[src/rtl/lsu_pkg.sv]
// Shared encodings for the load/store unit: funct3 sizes, FSM states, fault codes
// and the two capture-time legality checks.
package lsu_pkg;

  localparam int unsigned DEFAULT_TIMEOUT = 16;

  localparam logic [2:0] F3_B  = 3'b000;
  localparam logic [2:0] F3_H  = 3'b001;
  localparam logic [2:0] F3_W  = 3'b010;
  localparam logic [2:0] F3_BU = 3'b100;
  localparam logic [2:0] F3_HU = 3'b101;

  typedef enum logic [1:0] {
    ST_IDLE  = 2'b00,
    ST_REQ   = 2'b01,
    ST_DONE  = 2'b10,
    ST_FAULT = 2'b11
  } lsu_state_e;

  typedef enum logic [1:0] {
    FLT_OK       = 2'b00,
    FLT_MISALIGN = 2'b01,
    FLT_ILLEGAL  = 2'b10,
    FLT_TIMEOUT  = 2'b11
  } fault_e;

  // Unsigned sizes only exist for loads.
  function automatic logic f3_illegal(input logic [2:0] f3, input logic is_store);
    logic bad;
    case (f3)
      F3_B, F3_H, F3_W: bad = 1'b0;
      F3_BU, F3_HU:     bad = is_store;
      default:          bad = 1'b1;
    endcase
    return bad;
  endfunction

  function automatic logic f3_misaligned(input logic [2:0] f3, input logic [1:0] addr_lo);
    logic mis;
    case (f3)
      F3_H, F3_HU: mis = addr_lo[0];
      F3_W:        mis = (addr_lo != 2'b00);
      default:     mis = 1'b0;
    endcase
    return mis;
  endfunction

endpackage

[src/rtl/lsu_lane_align.sv]
// Combinational lane logic: store byte enables and data replication, plus
// load lane selection with sign or zero extension.
module lsu_lane_align
  import lsu_pkg::*;
(
  input  logic [2:0]  i_funct3,
  input  logic [1:0]  i_addr_lo,
  input  logic        i_is_store,
  input  logic [31:0] i_store_data,
  input  logic [31:0] i_rdata,
  output logic [3:0]  o_be,
  output logic [31:0] o_wdata,
  output logic [31:0] o_load_value
);

  logic [7:0]  w_byte;
  logic [15:0] w_half;

  always_comb begin
    // NOTE: every output gets a default first so no path through the cases can infer a latch.
    w_byte       = i_rdata[7:0];
    w_half       = i_addr_lo[1] ? i_rdata[31:16] : i_rdata[15:0];
    o_be         = 4'b1111;
    o_wdata      = i_store_data;
    o_load_value = i_rdata;

    case (i_addr_lo)
      2'd1:    w_byte = i_rdata[15:8];
      2'd2:    w_byte = i_rdata[23:16];
      2'd3:    w_byte = i_rdata[31:24];
      default: w_byte = i_rdata[7:0];
    endcase

    if (i_is_store) begin
      case (i_funct3)
        F3_B: begin
          o_be    = 4'b0001 << i_addr_lo;
          o_wdata = {4{i_store_data[7:0]}};
        end
        F3_H: begin
          o_be    = 4'b0011 << {i_addr_lo[1], 1'b0};
          o_wdata = {2{i_store_data[15:0]}};
        end
        default: begin
          o_be    = 4'b1111;
          o_wdata = i_store_data;
        end
      endcase
    end

    case (i_funct3)
      F3_B:    o_load_value = {{24{w_byte[7]}}, w_byte};
      F3_BU:   o_load_value = {24'd0, w_byte};
      F3_H:    o_load_value = {{16{w_half[15]}}, w_half};
      F3_HU:   o_load_value = {16'd0, w_half};
      default: o_load_value = i_rdata;
    endcase
  end

endmodule

[src/rtl/load_store_unit.sv]
// Single-outstanding load/store unit between the core control path and a
// request/ack data memory; all outputs are registered.
module load_store_unit
  import lsu_pkg::*;
#(
  parameter int unsigned TIMEOUT = DEFAULT_TIMEOUT
) (
  input  logic        clk,
  input  logic        reset,
  input  logic        start,
  input  logic        mem_read,
  input  logic        mem_write,
  input  logic [2:0]  funct3,
  input  logic [31:0] addr,
  input  logic [31:0] store_data,
  output logic        busy,
  output logic        done,
  output logic [31:0] load_data,
  output logic [1:0]  fault,
  output logic        dmem_req,
  output logic        dmem_we,
  output logic [31:0] dmem_addr,
  output logic [31:0] dmem_wdata,
  output logic [3:0]  dmem_be,
  input  logic        dmem_ack,
  input  logic [31:0] dmem_rdata
);

  localparam int CW = $clog2(TIMEOUT + 1);

  lsu_state_e  r_state;
  lsu_state_e  w_next;

  logic          r_op_store;
  logic [2:0]    r_funct3;
  logic [1:0]    r_addr_lo;
  logic [CW-1:0] r_tmo_cnt;

  logic        r_busy;
  logic        r_done;
  logic [31:0] r_load_data;
  fault_e      r_fault;
  logic        r_dmem_req;
  logic        r_dmem_we;
  logic [31:0] r_dmem_addr;
  logic [31:0] r_dmem_wdata;
  logic [3:0]  r_dmem_be;

  logic        w_start_ok;
  logic        w_illegal;
  logic        w_misaligned;
  logic        w_timeout;
  logic        w_in_idle;
  logic [2:0]  w_al_funct3;
  logic [1:0]  w_al_addr_lo;
  logic        w_al_store;
  logic [3:0]  w_be;
  logic [31:0] w_wdata;
  logic [31:0] w_load_value;

  assign w_start_ok   = start & (mem_read ^ mem_write);
  assign w_illegal    = f3_illegal(funct3, mem_write);
  assign w_misaligned = f3_misaligned(funct3, addr[1:0]);
  assign w_timeout    = (r_tmo_cnt == CW'(TIMEOUT - 1));
  assign w_in_idle    = (r_state == ST_IDLE);

  // In IDLE the aligner sees the live request so enables/data are ready on REQ entry;
  // afterwards it sees the captured size and lane for load extraction.
  assign w_al_funct3  = w_in_idle ? funct3    : r_funct3;
  assign w_al_addr_lo = w_in_idle ? addr[1:0] : r_addr_lo;
  assign w_al_store   = w_in_idle ? mem_write : r_op_store;

  lsu_lane_align u_align (
    .i_funct3     (w_al_funct3),
    .i_addr_lo    (w_al_addr_lo),
    .i_is_store   (w_al_store),
    .i_store_data (store_data),
    .i_rdata      (dmem_rdata),
    .o_be         (w_be),
    .o_wdata      (w_wdata),
    .o_load_value (w_load_value)
  );

  always_comb begin
    w_next = r_state;
    case (r_state)
      ST_IDLE: begin
        if (w_start_ok) begin
          w_next = (w_illegal || w_misaligned) ? ST_FAULT : ST_REQ;
        end
      end
      ST_REQ: begin
        if (dmem_ack || w_timeout) begin
          w_next = ST_DONE;
        end
      end
      ST_DONE:  w_next = ST_IDLE;
      ST_FAULT: w_next = ST_IDLE;
      default:  w_next = ST_IDLE;
    endcase
  end

  // NOTE: sequential state uses non-blocking assignments so every register samples pre-edge values.
  always_ff @(posedge clk) begin
    if (reset) begin
      r_state <= ST_IDLE;
    end else begin
      r_state <= w_next;
    end
  end

  always_ff @(posedge clk) begin
    if (reset) begin
      r_op_store   <= 1'b0;
      r_funct3     <= 3'b000;
      r_addr_lo    <= 2'b00;
      r_tmo_cnt    <= '0;
      r_busy       <= 1'b0;
      r_done       <= 1'b0;
      r_load_data  <= 32'd0;
      r_fault      <= FLT_OK;
      r_dmem_req   <= 1'b0;
      r_dmem_we    <= 1'b0;
      r_dmem_addr  <= 32'd0;
      r_dmem_wdata <= 32'd0;
      r_dmem_be    <= 4'b0000;
    end else begin
      r_busy     <= (w_next != ST_IDLE);
      r_done     <= (w_next == ST_DONE) || (w_next == ST_FAULT);
      r_dmem_req <= (w_next == ST_REQ);
      r_fault    <= FLT_OK;

      case (r_state)
        ST_IDLE: begin
          if (w_start_ok) begin
            r_op_store <= mem_write;
            r_funct3   <= funct3;
            r_addr_lo  <= addr[1:0];
            r_tmo_cnt  <= '0;
            if (w_illegal) begin
              r_fault <= FLT_ILLEGAL;
            end else if (w_misaligned) begin
              r_fault <= FLT_MISALIGN;
            end else begin
              r_dmem_we    <= mem_write;
              r_dmem_addr  <= {addr[31:2], 2'b00};
              r_dmem_wdata <= w_wdata;
              r_dmem_be    <= w_be;
            end
          end
        end
        ST_REQ: begin
          if (dmem_ack) begin
            if (!r_op_store) begin
              r_load_data <= w_load_value;
            end
          end else if (w_timeout) begin
            r_fault     <= FLT_TIMEOUT;
            r_load_data <= 32'd0;
          end else begin
            r_tmo_cnt <= r_tmo_cnt + 1'b1;
          end
        end
        default: ;
      endcase
    end
  end

  assign busy       = r_busy;
  assign done       = r_done;
  assign load_data  = r_load_data;
  assign fault      = r_fault;
  assign dmem_req   = r_dmem_req;
  assign dmem_we    = r_dmem_we;
  assign dmem_addr  = r_dmem_addr;
  assign dmem_wdata = r_dmem_wdata;
  assign dmem_be    = r_dmem_be;

endmodule

[config.mk]
export PLATFORM = sky130hd
export DESIGN_NAME = load_store_unit
export DESIGN_NICKNAME = d
export VERILOG_FILES = /design/src/rtl/lsu_pkg.sv /design/src/rtl/lsu_lane_align.sv /design/src/rtl/load_store_unit.sv
export SDC_FILE = /design/constraint.sdc
export NUM_CORES = 1
export LEC_CHECK = 0
export CAP_MARGIN = 10
export CORE_ASPECT_RATIO = 0.9
export CORE_MARGIN = 5
export CORE_UTILIZATION = 44
export CTS_CLUSTER_DIAMETER = 100
export DETAILED_ROUTE_END_ITERATION = 6
export PLACE_DENSITY = 0.81
export SLEW_MARGIN = 25
export SYNTH_ARGS = -nofsm -noshare
export SYNTH_HDL_FRONTEND = slang
export SYNTH_SLANG_ARGS = --single-unit
[constraint.sdc]
create_clock -name clk -period 3.1 [get_ports clk]
set_clock_uncertainty 0.05 [all_clocks]
set_input_delay 0.62 -clock clk [delete_from_list [all_inputs] [get_ports clk]]
set_output_delay 0.62 -clock clk [all_outputs]
set_load 0.03 [all_outputs]
==> results.toml <==
[run_status]
result_of_the_run = "complete, but fails checks"
violations = "design-rule violations"

[floorplanning]
floorplan.core_area_um2 = 11900
num_rows = 38
die_height_um = 114
design.die.area_um2 = 14400
initial_core_util_pct = 44.6
die_w_um = 126
ios = 211

[timing]
final_hold_viol_count = 0
post-route-worst-setup-slack_ps = 521
finalHoldWorstSlack_ps = 395
worst_rel_slew_slack_pct = 46.2
min_period_ps = 2580
totalNegativeSetupSlack_ps = 0
transition_time_of_the_tightest_slew_check_pin_ps = 799
final.period_utilization_pct = 83.2
grt_setup_unrepaired = "false"
final-max-slew-violation-count = 0
setup-violations-final = 0
max_freq_mhz = 388

[finish]
multi_input_comb_area_um2 = 2690
seq_area_um2 = 2340
area_delta_synth_final_pct = 52.3
layout.nets = 943
final_common_cell = "clkdlybuf4s50_1"
share_of_final_layout_standard_cells_stronger_than_drive_strength_1_pct = 8.74
final_util_pct = 68.0
num_antenna_cells = 0
layout.cells.most_common_list = "207 x clkdlybuf4s50_1, 128 x nand2_1, 117 x dfxtp_1"
fillers = 913

[logic_synthesis]
synthDistinctLibCells = 59
avgSynthCellArea_um2 = 8.33
postSynth.topFlopCell = "dfxtp_1"
synth_edf_count = 0
synth_area_um2 = 5330
synth-warning-count = 0
ys_async_sr_fraction_pct = 0
post_synth_inst_count = 639
synth_seq_area_share_pct = 44.0
synthesized_flop_and_latch_total = 117

[hold_path]
hold_path_startpoint = "load_data[26]$_SDFFE_PP0P_"
timing.hold.worst_path_depth = 2
hold-path-endpoint = "load_data[26]$_SDFFE_PP0P_"
hold_path.class = "flop to flop"

[detailed_routing]
drt_first_pass_iters = 7
routed_wl_um = 17700
detail_route.drc_violations = 18
detail_route.vias_per_cell = 5.48
routed-via-count = 5519
route.antenna.remaining_nets = 0
post_drt_wl_per_cell_um = 17.6
drtIter0Drc = 490

[setup_path]
critical_path_arrival_ps = 2820
r2r_start = "r_state[1]$_SDFF_PP0_"
critical-path-max-stage-delay_ps = 690
rr_endpoint = "load_data[3]$_SDFFE_PP0P_"
worstPathCellList = "clkdlybuf4s50_1 > nor4_1 > a31oi_2 > nor2_1 > a211oi_2 > buf_4 > o21ai_0"
crit_buf_inv = 2
critical_path_cell_with_the_highest_stage_delay = "clkdlybuf4s50_1"
worst_path_dominant_cell_family = "compound AO/OA/AOI/OAI gates"
critPathKind = "input port to flop"
worst-r2r-cell-count = 5
r2r_slack_ps = 590
setup.worst_path.end_class = "flop"
crit_fanout = 12
critical_path_launch_point_type = "input port"
worst_ep_required_time_ps = 3340

[clocking]
ctsHtreeMaxLevel = 4
clock_insertion_delay_worst_skew_ps = 410
tritoncts_num_sinks = 117
maximum_buffer_depth_of_the_clock_tree = 2
cts_setup_buffers = 0
path_clk_slew_ps = 50
cts-hold-fix-buffers = 0
cts_tree = "done"
cts_buffers = 17
post_cts_resized = 0
cts_root_buf = "clkbuf_16"

[power_and_ir_drop]
power.combinational.fraction_pct = 19.3
pwr-share-seq_pct = 37.7
p_switching_mw = 1.13
power.ir.vdd_worst_uv = 304
power.density_cell_area_nw_per_um2 = 526
power.internal_mw = 3.13
power.share.switching_pct = 26.5
p_leak_nw = 2.92
power.share.clock_pct = 43.0

[global_routing]
antenna_violations_before_repair = 0
grt_start_max_net_pins = 69
grt_pass1_vias = 5274
track_usage_pct = 23.3
global_route.overflow_total = 0
grt_first_pass_wirelength_um = 27100

[job]
maxCapViolations = 0

[placed_design]
io_buffer_count = 208
place_hpwl_um = 12700
placement_setup_slack_ps = 132
place.gp.congestion = 0.893
-- power by group through the flow --
stage / Clock (mW) / Combinational, mW / Sequential, mW
5_1_grt: 1.93 / 0.878 / 1.61
6_report: 1.84 / 0.824 / 1.61
2_1_floorplan: 0 / 0.360 / 1.73
4_1_cts: 1.86 / 0.819 / 1.61
3_5_place_dp: 0 / 0.813 / 1.64
3_3_place_gp: 0 / 0.797 / 1.63
-- flip-flops by register name (all words and copies together) (netlist names), 3 cells and up --
signal	cells
r_tmo_cnt	5
dmem_be	4
load_data	32
dmem_wdata	32
r_funct3	3
dmem_addr	30
-- synth_stat cells, drive strengths merged (3+ instances only) --
library cell / count / area [um^2]
a211oi: 15 / 118
a21oi: 58 / 290
a221o: 5 / 50.1
a221oi: 4 / 35.0
a22o: 5 / 43.8
a31oi: 4 / 46.3
and2: 3 / 18.8
and3: 4 / 25.0
buf: 20 / 123
clkbuf: 29 / 109
dfxtp: 117 / 2340
inv: 20 / 75.1
mux2: 13 / 150
mux2i: 14 / 140
mux4: 5 / 113
nand2: 128 / 480
nand3: 5 / 25.0
nand3b: 14 / 105
nor2: 31 / 119
nor2b: 5 / 31.3
nor3: 17 / 85.1
nor3b: 3 / 22.5
nor4b: 3 / 32.5
o211ai: 6 / 45.0
o21a: 7 / 52.6
o21ai: 67 / 335
o21bai: 3 / 22.5
o221ai: 6 / 52.6
o22ai: 5 / 31.3
xnor2: 3 / 26.3
-- logic make-up (layout without fill, tap and decap cells) --
family	Yosys count	after routing	share of synthesized area (%)
buffers and inverters	69	276	5.76
AND/OR/NAND/NOR	222	222	19.1
other	1	2	0.0704
multiplexers	32	32	7.57
flip-flops	117	117	44.0
XOR/XNOR	4	4	0.658
AO/OA/AOI/OAI	192	192	22.4
adder cells (fa/ha/maj)	2	2	0.470
-- cell type report --
| type | instances | share of cell area (%) |
|---|---|---|
| well taps | 160 | 2.47 |
| repair buffers | 226 | 27.7 |
| flip-flops and latches | 117 | 28.9 |
| clock buffers | 26 | 6.28 |
| multi-input cells | 454 | 33.2 |
| inverters | 20 | 0.925 |
| clock inverters | 4 | 0.555 |
-- layer usage --
metal	track usage, %	share of wire [%]	up-vias	wire length, um
met5	0	0	-	0
met4	9.79	2.1	0	376
met1	28.6	41	2604	7330
met2	39.2	49	237	8720
met3	6.11	7.2	39	1270
li1	-	-	2639	-
-- worst max path at each step --
stage | start | end | slack [ps] | depth (start not counted)
floorplan | funct3[1] | dmem_wdata[12]$_SDFFE_PP0P_ | 750 | 9
global placement | funct3[1] | load_data[16]$_SDFFE_PP0P_ | 280 | 7
detailed placement | funct3[1] | load_data[17]$_SDFFE_PP0P_ | 130 | 7
CTS | funct3[1] | load_data[17]$_SDFFE_PP0P_ | 600 | 7
global route | funct3[1] | load_data[16]$_SDFFE_PP0P_ | 410 | 7
finish | funct3[1] | load_data[17]$_SDFFE_PP0P_ | 520 | 7
-- worst min-delay path, stage by stage, from the launching register on --
cell	delay [ps]
dfxtp_1	300
nand2_1	50
o21ai_1	50
-- metrics by stage --
step	cells	total power [mW]	area [um^2]
after CTS	1007	4.28	8110
after floorplan	640	2.09	5330
after global placement	977	2.43	7560
after detailed placement	977	2.45	7560
final	1007	4.27	8110
after global routing	1007	4.42	8110
Note: power is estimated with default switching activity, not from simulation.
